==> src/rtl/vga_cursor_bank.sv <==
// Multi-channel hardware cursor register bank with vsync-synchronised
// shadow-to-active transfer, frame/blink counters and registered readback.
module vga_cursor_bank #(
    parameter int unsigned NUM_CURSORS = 2,
    parameter logic [11:0] BASE_ADDR   = 12'hE00,
    parameter int unsigned BLINK_DIV   = 16,
    parameter int unsigned SHADOW      = 1
) (
    input  logic                     Clk,
    input  logic                     Reset_L,
    input  logic                     WREN,
    input  logic                     RDEN,
    input  logic [11:0]              Address,
    input  logic [7:0]               Data,
    input  logic                     vsync,
    output logic [8*NUM_CURSORS-1:0] ocrx,
    output logic [8*NUM_CURSORS-1:0] ocry,
    output logic [8*NUM_CURSORS-1:0] octl,
    output logic [NUM_CURSORS-1:0]   cursor_vis,
    output logic [7:0]               data_out
);
    typedef enum logic {INIT, IDLE} state_t;
    state_t state, state_next;

    logic [7:0] sh_ctl  [NUM_CURSORS];
    logic [7:0] sh_crx  [NUM_CURSORS];
    logic [7:0] sh_cry  [NUM_CURSORS];
    logic [7:0] act_ctl [NUM_CURSORS];
    logic [7:0] act_crx [NUM_CURSORS];
    logic [7:0] act_cry [NUM_CURSORS];

    logic       vsync_q, vs_rise, pending, blink_phase;
    logic [5:0] frame;
    logic [7:0] blink_cnt;

    logic [11:0] offset;
    logic [5:0]  ch;
    logic        ch_valid, is_ctl, is_crx, is_cry, is_status, wr_ok, rd_ok;
    logic [7:0]  rd_val;

    assign vs_rise   = vsync & ~vsync_q;
    assign offset    = Address - BASE_ADDR;
    assign ch        = offset[11:6];
    assign ch_valid  = 32'(ch) < NUM_CURSORS;
    assign is_ctl    = offset[5:0] == 6'h00;
    assign is_crx    = offset[5:0] == 6'h10;
    assign is_cry    = offset[5:0] == 6'h20;
    assign is_status = offset == 12'h030;
    assign wr_ok     = (state == IDLE) & WREN & ch_valid & (is_ctl | is_crx | is_cry);
    assign rd_ok     = (state == IDLE) & RDEN;

    always_ff @(posedge Clk) begin
        if (!Reset_L) state <= INIT;
        else          state <= state_next;
    end

    always_comb begin
        state_next = IDLE;
        case (state)
            INIT:    state_next = IDLE;
            IDLE:    state_next = IDLE;
            default: state_next = IDLE;
        endcase
    end

    // Active copies take the pre-write shadow on vs_rise, so a coincident
    // write lands in shadow only and waits for the next frame.
    always_ff @(posedge Clk) begin
        if (!Reset_L) begin
            for (int unsigned c = 0; c < NUM_CURSORS; c++) begin
                sh_ctl[c]  <= 8'hF2;
                sh_crx[c]  <= 8'h28;
                sh_cry[c]  <= 8'h14;
                act_ctl[c] <= 8'hF2;
                act_crx[c] <= 8'h28;
                act_cry[c] <= 8'h14;
            end
        end else begin
            for (int unsigned c = 0; c < NUM_CURSORS; c++) begin
                if (SHADOW != 0 && vs_rise) begin
                    act_ctl[c] <= sh_ctl[c];
                    act_crx[c] <= sh_crx[c];
                    act_cry[c] <= sh_cry[c];
                end
                if (wr_ok && ch == 6'(c)) begin
                    if (is_ctl) begin
                        sh_ctl[c] <= Data;
                        if (SHADOW == 0) act_ctl[c] <= Data;
                    end
                    if (is_crx) begin
                        sh_crx[c] <= Data;
                        if (SHADOW == 0) act_crx[c] <= Data;
                    end
                    if (is_cry) begin
                        sh_cry[c] <= Data;
                        if (SHADOW == 0) act_cry[c] <= Data;
                    end
                end
            end
        end
    end

    always_ff @(posedge Clk) begin
        if (!Reset_L) begin
            vsync_q     <= 1'b0;
            pending     <= 1'b0;
            frame       <= '0;
            blink_cnt   <= '0;
            blink_phase <= 1'b0;
            data_out    <= '0;
        end else begin
            vsync_q <= vsync;
            if (SHADOW == 0)  pending <= 1'b0;
            else if (wr_ok)   pending <= 1'b1;
            else if (vs_rise) pending <= 1'b0;
            if (vs_rise) begin
                frame <= frame + 6'd1;
                if (blink_cnt == 8'(BLINK_DIV - 1)) begin
                    blink_cnt   <= '0;
                    blink_phase <= ~blink_phase;
                end else begin
                    blink_cnt <= blink_cnt + 8'd1;
                end
            end
            if (rd_ok) data_out <= rd_val;
        end
    end

    always_comb begin
        rd_val = '0;
        if (is_status) begin
            rd_val = {frame, blink_phase, pending};
        end else if (ch_valid) begin
            for (int unsigned c = 0; c < NUM_CURSORS; c++) begin
                if (ch == 6'(c)) begin
                    if (is_ctl) rd_val = sh_ctl[c];
                    if (is_crx) rd_val = sh_crx[c];
                    if (is_cry) rd_val = sh_cry[c];
                end
            end
        end
    end

    always_comb begin
        ocrx       = '0;
        ocry       = '0;
        octl       = '0;
        cursor_vis = '0;
        for (int unsigned c = 0; c < NUM_CURSORS; c++) begin
            ocrx[8*c +: 8] = act_crx[c];
            ocry[8*c +: 8] = act_cry[c];
            octl[8*c +: 8] = act_ctl[c];
            cursor_vis[c]  = act_ctl[c][0] & (~act_ctl[c][1] | blink_phase);
        end
    end
endmodule
==> config.mk <==
export PLATFORM = sky130hd
export DESIGN_NAME = vga_cursor_bank
export DESIGN_NICKNAME = d
export VERILOG_FILES = /design/src/rtl/vga_cursor_bank.sv
export SDC_FILE = /design/constraint.sdc
export NUM_CORES = 1
export LEC_CHECK = 0
export BUFFER_PORTS_ARGS = -buffer_cell sky130_fd_sc_hd__buf_2
export CAP_MARGIN = 20
export CORE_MARGIN = 2
export CORE_UTILIZATION = 55
export DETAILED_ROUTE_END_ITERATION = 8
export PLACE_DENSITY = 0.74
export SYNTH_ARGS = -nofsm -noshare
export SYNTH_HDL_FRONTEND = slang
export SYNTH_SLANG_ARGS = --single-unit
==> constraint.sdc <==
create_clock -name Clk -period 4.1 [get_ports Clk]
set_clock_uncertainty 0.2 [all_clocks]
set_input_delay 0.41 -clock Clk [delete_from_list [all_inputs] [get_ports Clk]]
set_output_delay 0.41 -clock Clk [all_outputs]
set_load 0.005 [all_outputs]
# Word-level counts from Yosys, hierarchy flattened
# Memory sizes are Yosys's and may differ from the RTL's.
# Cells that the tools add are included.
# Widths: inputs -> output; s select.
dict set report totals {
  mem_count 6
  input_bits 25
  wordCells 106
  reg_bits 26
  mem_bits_rw 96
}
dict set report classes {
  n_mux 51
  order_cmp 1
  n_addsub 3
  reduce_logical 6
  eq_ne 5
  bitwise 27
}
# memory words width read_ports rd_ports_with_merged_regs write_ports line
set mem_list {}
lappend mem_list {act_crx 2 8 2 0 2 29} ;# logic [7:0] act_crx [NUM_CURSORS];
lappend mem_list {act_cry 2 8 2 0 2 30} ;# logic [7:0] act_cry [NUM_CURSORS];
lappend mem_list {act_ctl 2 8 2 0 2 28} ;# logic [7:0] act_ctl [NUM_CURSORS];
lappend mem_list {sh_crx 2 8 2 0 2 26} ;# logic [7:0] sh_crx [NUM_CURSORS];
lappend mem_list {sh_cry 2 8 2 0 2 27} ;# logic [7:0] sh_cry [NUM_CURSORS];
lappend mem_list {sh_ctl 2 8 2 0 2 25} ;# logic [7:0] sh_ctl [NUM_CURSORS];
# op count
set op_table {}
lappend op_table {{$mux 8} 23}
lappend op_table {{$mux 1} 28}
lappend op_table {{$or 1x1->1} 16}
lappend op_table {{$eq 12x6->1 const B} 1}
lappend op_table {{$logic_not 6->1} 2}
lappend op_table {{$sub 12x12->12 const B} 1}
lappend op_table {{$add 8x1->8 const B} 1}
lappend op_table {{$eq 8x4->1 const B} 1}
lappend op_table {{$and 1x1->1} 7}
lappend op_table {{$add 6x1->6 const B} 1}
lappend op_table {{$eq 6x1->1 const B} 1}
lappend op_table {{$eq 6x5->1 const B} 1}
lappend op_table {{$eq 6x6->1 const B} 1}
lappend op_table {{$lt 6x2->1 const B} 1}
lappend op_table {{$not 1->1} 4}
lappend op_table {{$logic_and 1x1->1} 2}
lappend op_table {{$reduce_and 2->1} 1}
lappend op_table {{$reduce_bool 2->1} 1}

# Logic depth before layout (Yosys ltp)
dict set report logic_depth {
  word_depth 12
  depth_mapped 6
}

# Worst setup path after synthesis
# No wires, ideal clock.
dict set report synth_path {
  path_type {input to register}
  startpoint {input port Address[9]}
  endpoint {memory sh_cry[0][0], enable pin}
  setup_ns 0.384
  arrival_time_ns 2.348
  path_buffers 0
  stages 5
  setup_slack_ns 1.168
  required_ns 3.516
  path_cell_list {ha_1 -> or4b_4 -> nor4_1 -> nand3b_1 -> o21ai_0}
}
# item line
set synth_lines {}
lappend synth_lines {{from (decl)} 13} ;# input logic [11:0] Address,
lappend synth_lines {{to (decl)} 27}

==> impl_metrics.py <==
metrics = {
    "clock_tree": {
        "cts.sinks": 122,
        "tritoncts": "done",
        "clk_latency_ns": 0.51,
        "clkTransAtPathRegs_ns": 0.06,
        "cts_buffers": 17,
        "h-tree-depth": 4,
        "cts_setup_buffers": 0,
        "cts_root_buffer": "clkbuf_8",
        "cts_buffer_depth": 2,
    },
    "drt": {
        "avgRoutedWirePerCell_microns": 19.49,
        "vias_per_cell": 5.875,
        "drt_iter0_drc": 321,
        "num_vias": 3560,
        "routed_wl_mm": 11.81,
        "antenna_left": 0,
        "first_pass_iters": 5,
        "drc_errors": 0,
    },
    "synth": {
        "syn_area_sq_um": 5080,
        "yosysWarnings": 0,
        "synth_top_area_share": 0.5675,
        "ys_top_cells_by_area": "edfxtp_1, dfxtp_1, and3_1, a32oi_1, or3_1",
        "yosys.area.top_type": "edfxtp_1",
        "ys_ff_latch": 122,
        "synth-edff-count": 96,
        "synth_cells": 392,
        "ys.flop_type": "edfxtp_1",
        "synth_nets": 420,
        "yosysSeqAreaShare": 0.6700,
        "synthTopCellsByCount": "edfxtp_1, and3_1, dfxtp_1",
        "synth-async-reset-ratio": 0,
        "yosysMostFrequentCell": "edfxtp_1",
        "ys_types": 44,
        "avgSynthCellArea_sq_um": 12.96,
    },
    "finish": {
        "syn2layout_area_growth_pct": 21.90,
        "antenna_cells": 0,
        "num-nets-final": 510,
        "multi_input_area_sq_um": 1551,
        "fillers": 652,
        "drive_gt1_frac": 0.2687,
        "seq_area_sq_um": 3403,
    },
    "global_routing": {
        "grt_pass1_wl_mm": 17.90,
        "grt_pass1_vias": 3221,
        "grt_max_degree": 49,
        "grt_antenna_before_repair": 0,
        "grt_usage": 0.2438,
        "gr-total-overflow": 0,
    },
    "power": {
        "vdd_ir_drop_max_mv": 0.3047,
        "total_power_mw": 2.901,
        "powerDensity_nw_per_um2": 468.4,
        "sw_frac_of_total": 0.2294,
        "p_leak_nw": 2.410,
        "intPower_mw": 2.235,
        "combPwrFrac": 0.059,
        "seqPwrFrac": 0.480,
        "clkPwrFrac": 0.461,
        "switching_power_mw": 0.6653,
    },
    "timing": {
        "min_period_ns": 2.377,
        "worstMarginPinSlew_ns": 0.7635,
        "slew_headroom": 0.4910,
        "hold_violations": 0,
        "grt_setup_unrepaired": "no",
        "fmax_ghz": 0.4206,
        "fin_crit_sh": 0.5799,
        "setup_viol": 0,
        "slew_viol_final": 0,
        "setup_tns_ns": 0,
    },
    "worst_setup_path": {
        "critical_path_class": "input pin to flip-flop",
        "crit_fanout": 7,
        "cp.arrival_ns": 2.41,
        "required_ns": 4.13,
        "endpoint_kind": "flip-flop",
        "start_kind": "input pin",
    },
    "floorplanning": {
        "start_util": 0.5577,
        "die-area_sq_um": 10020,
        "rows": 35,
        "io_pins": 83,
        "die_height_microns": 100.1,
        "core_sq_um": 9109,
        "die_w_microns": 100.1,
    },
    "placement": {
        "dp_hpwl_mm": 8.431,
        "gp_congestion": 0.9587,
        "io_buffers": 82,
    },
    "job": {
        "maxCapViolCount": 0,
    },
    "status": {
        "outcome": "finished clean",
    },
    "worst_hold_path": {
        "hp-class": "input pin to flip-flop",
    },
}
[per-layer routing]
layer / global-route usage / wire length [microns] / share of wire
met1: 0.3452 / 5063 / 0.43
met2: 0.3779 / 5684 / 0.48
met3: 0.06337 / 967 / 0.082
met4: 0.06955 / 93 / 0.0079
met5: 0 / 0 / 0
[sequential cells by signal (all words and copies together) (netlist names), 8 cells and up]
name	cells
act_ctl	16
sh_crx	16
blink_cnt	8
sh_cry	16
sh_ctl	16
act_cry	16
data_out	8
act_crx	16
[path summary, 6_finish.rpt]
check                      startpoint                        to  slack [ns]  cells past startpoint
min                           Data[5]    sh_crx[0][5]$_DFFE_PP_        0.04                      2
max reg2reg             state$_DFF_P_    sh_cry[0][2]$_DFFE_PP_        1.87                      5
max                        Address[9]   sh_ctl[0][13]$_DFFE_PP_        1.72                      6
min reg2reg  data_out[7]$_SDFFE_PN0P_  data_out[7]$_SDFFE_PN0P_        0.28                      2
[critical path: stages]
cell and delay [ns]:
buf_2 0.10, ha_1 0.28, or4b_4 0.52, or4_4 0.61, nor4_4 0.33, nand2b_1 0.15
[cells by family after synthesis]
kind of cell	Yosys count	synth area share
AO/OA/AOI/OAI	54	0.07513
XOR/XNOR	13	0.02241
adder cells (fa/ha/maj)	3	0.007390
multiplexers	9	0.01773
buffers and inverters	34	0.02512
flip-flops	122	0.6699
AND/OR/NAND/NOR	157	0.1823
[through the flow]
stage                       util  instances  instance area, sq um  setup WS, ns  hold slack [ns]
after floorplan                -        392                  5080         1.168           0.2377
after global placement    0.6170        572                  5620         1.262           0.2657
after detailed placement  0.6170        572                  5620         1.200           0.2732
after CTS                 0.6776        605                  6172         1.734          0.02117
after global routing      0.6798        606                  6192         1.602          0.03168
final                     0.6798        606                  6192         1.723          0.04343
[power by group through the flow]
stage	Combinational [mW]	Sequential (mW)	Clock, mW
finish	0.171	1.39	1.34
global route	0.186	1.40	1.41
CTS	0.168	1.39	1.35
detailed placement	0.166	1.42	0
global placement	0.162	1.42	0
floorplan	0.0906	1.42	0
[area by class of cell]
| class | instances | share of cell area |
|---|---|---|
| Clock buffer | 17 | 0.06688 |
| Inverter | 11 | 0.006668 |
| Tap cell | 111 | 0.02243 |
| Clock inverter | 15 | 0.02061 |
| Timing Repair Buffer | 94 | 0.08325 |
| Multi-Input combinational cell | 236 | 0.2506 |
| Sequential cell | 122 | 0.5496 |
[cells in the final DEF, fill, tap and decap left out, drive strengths merged, types with 13 or more instances in the layout]
master  count
a32oi      14
and2       13
and3       26
buf        93
clkbuf     17
dfxtp      26
edfxtp     96
nand2      20
nor2       23
o21ai      20
or3        16
[what timing repair did]
item,CTS,global route
hold buffers,1,0
hold endpoints to repair,1,0
gates resized for setup,0,0
Note: power is estimated with default switching activity, not from simulation.
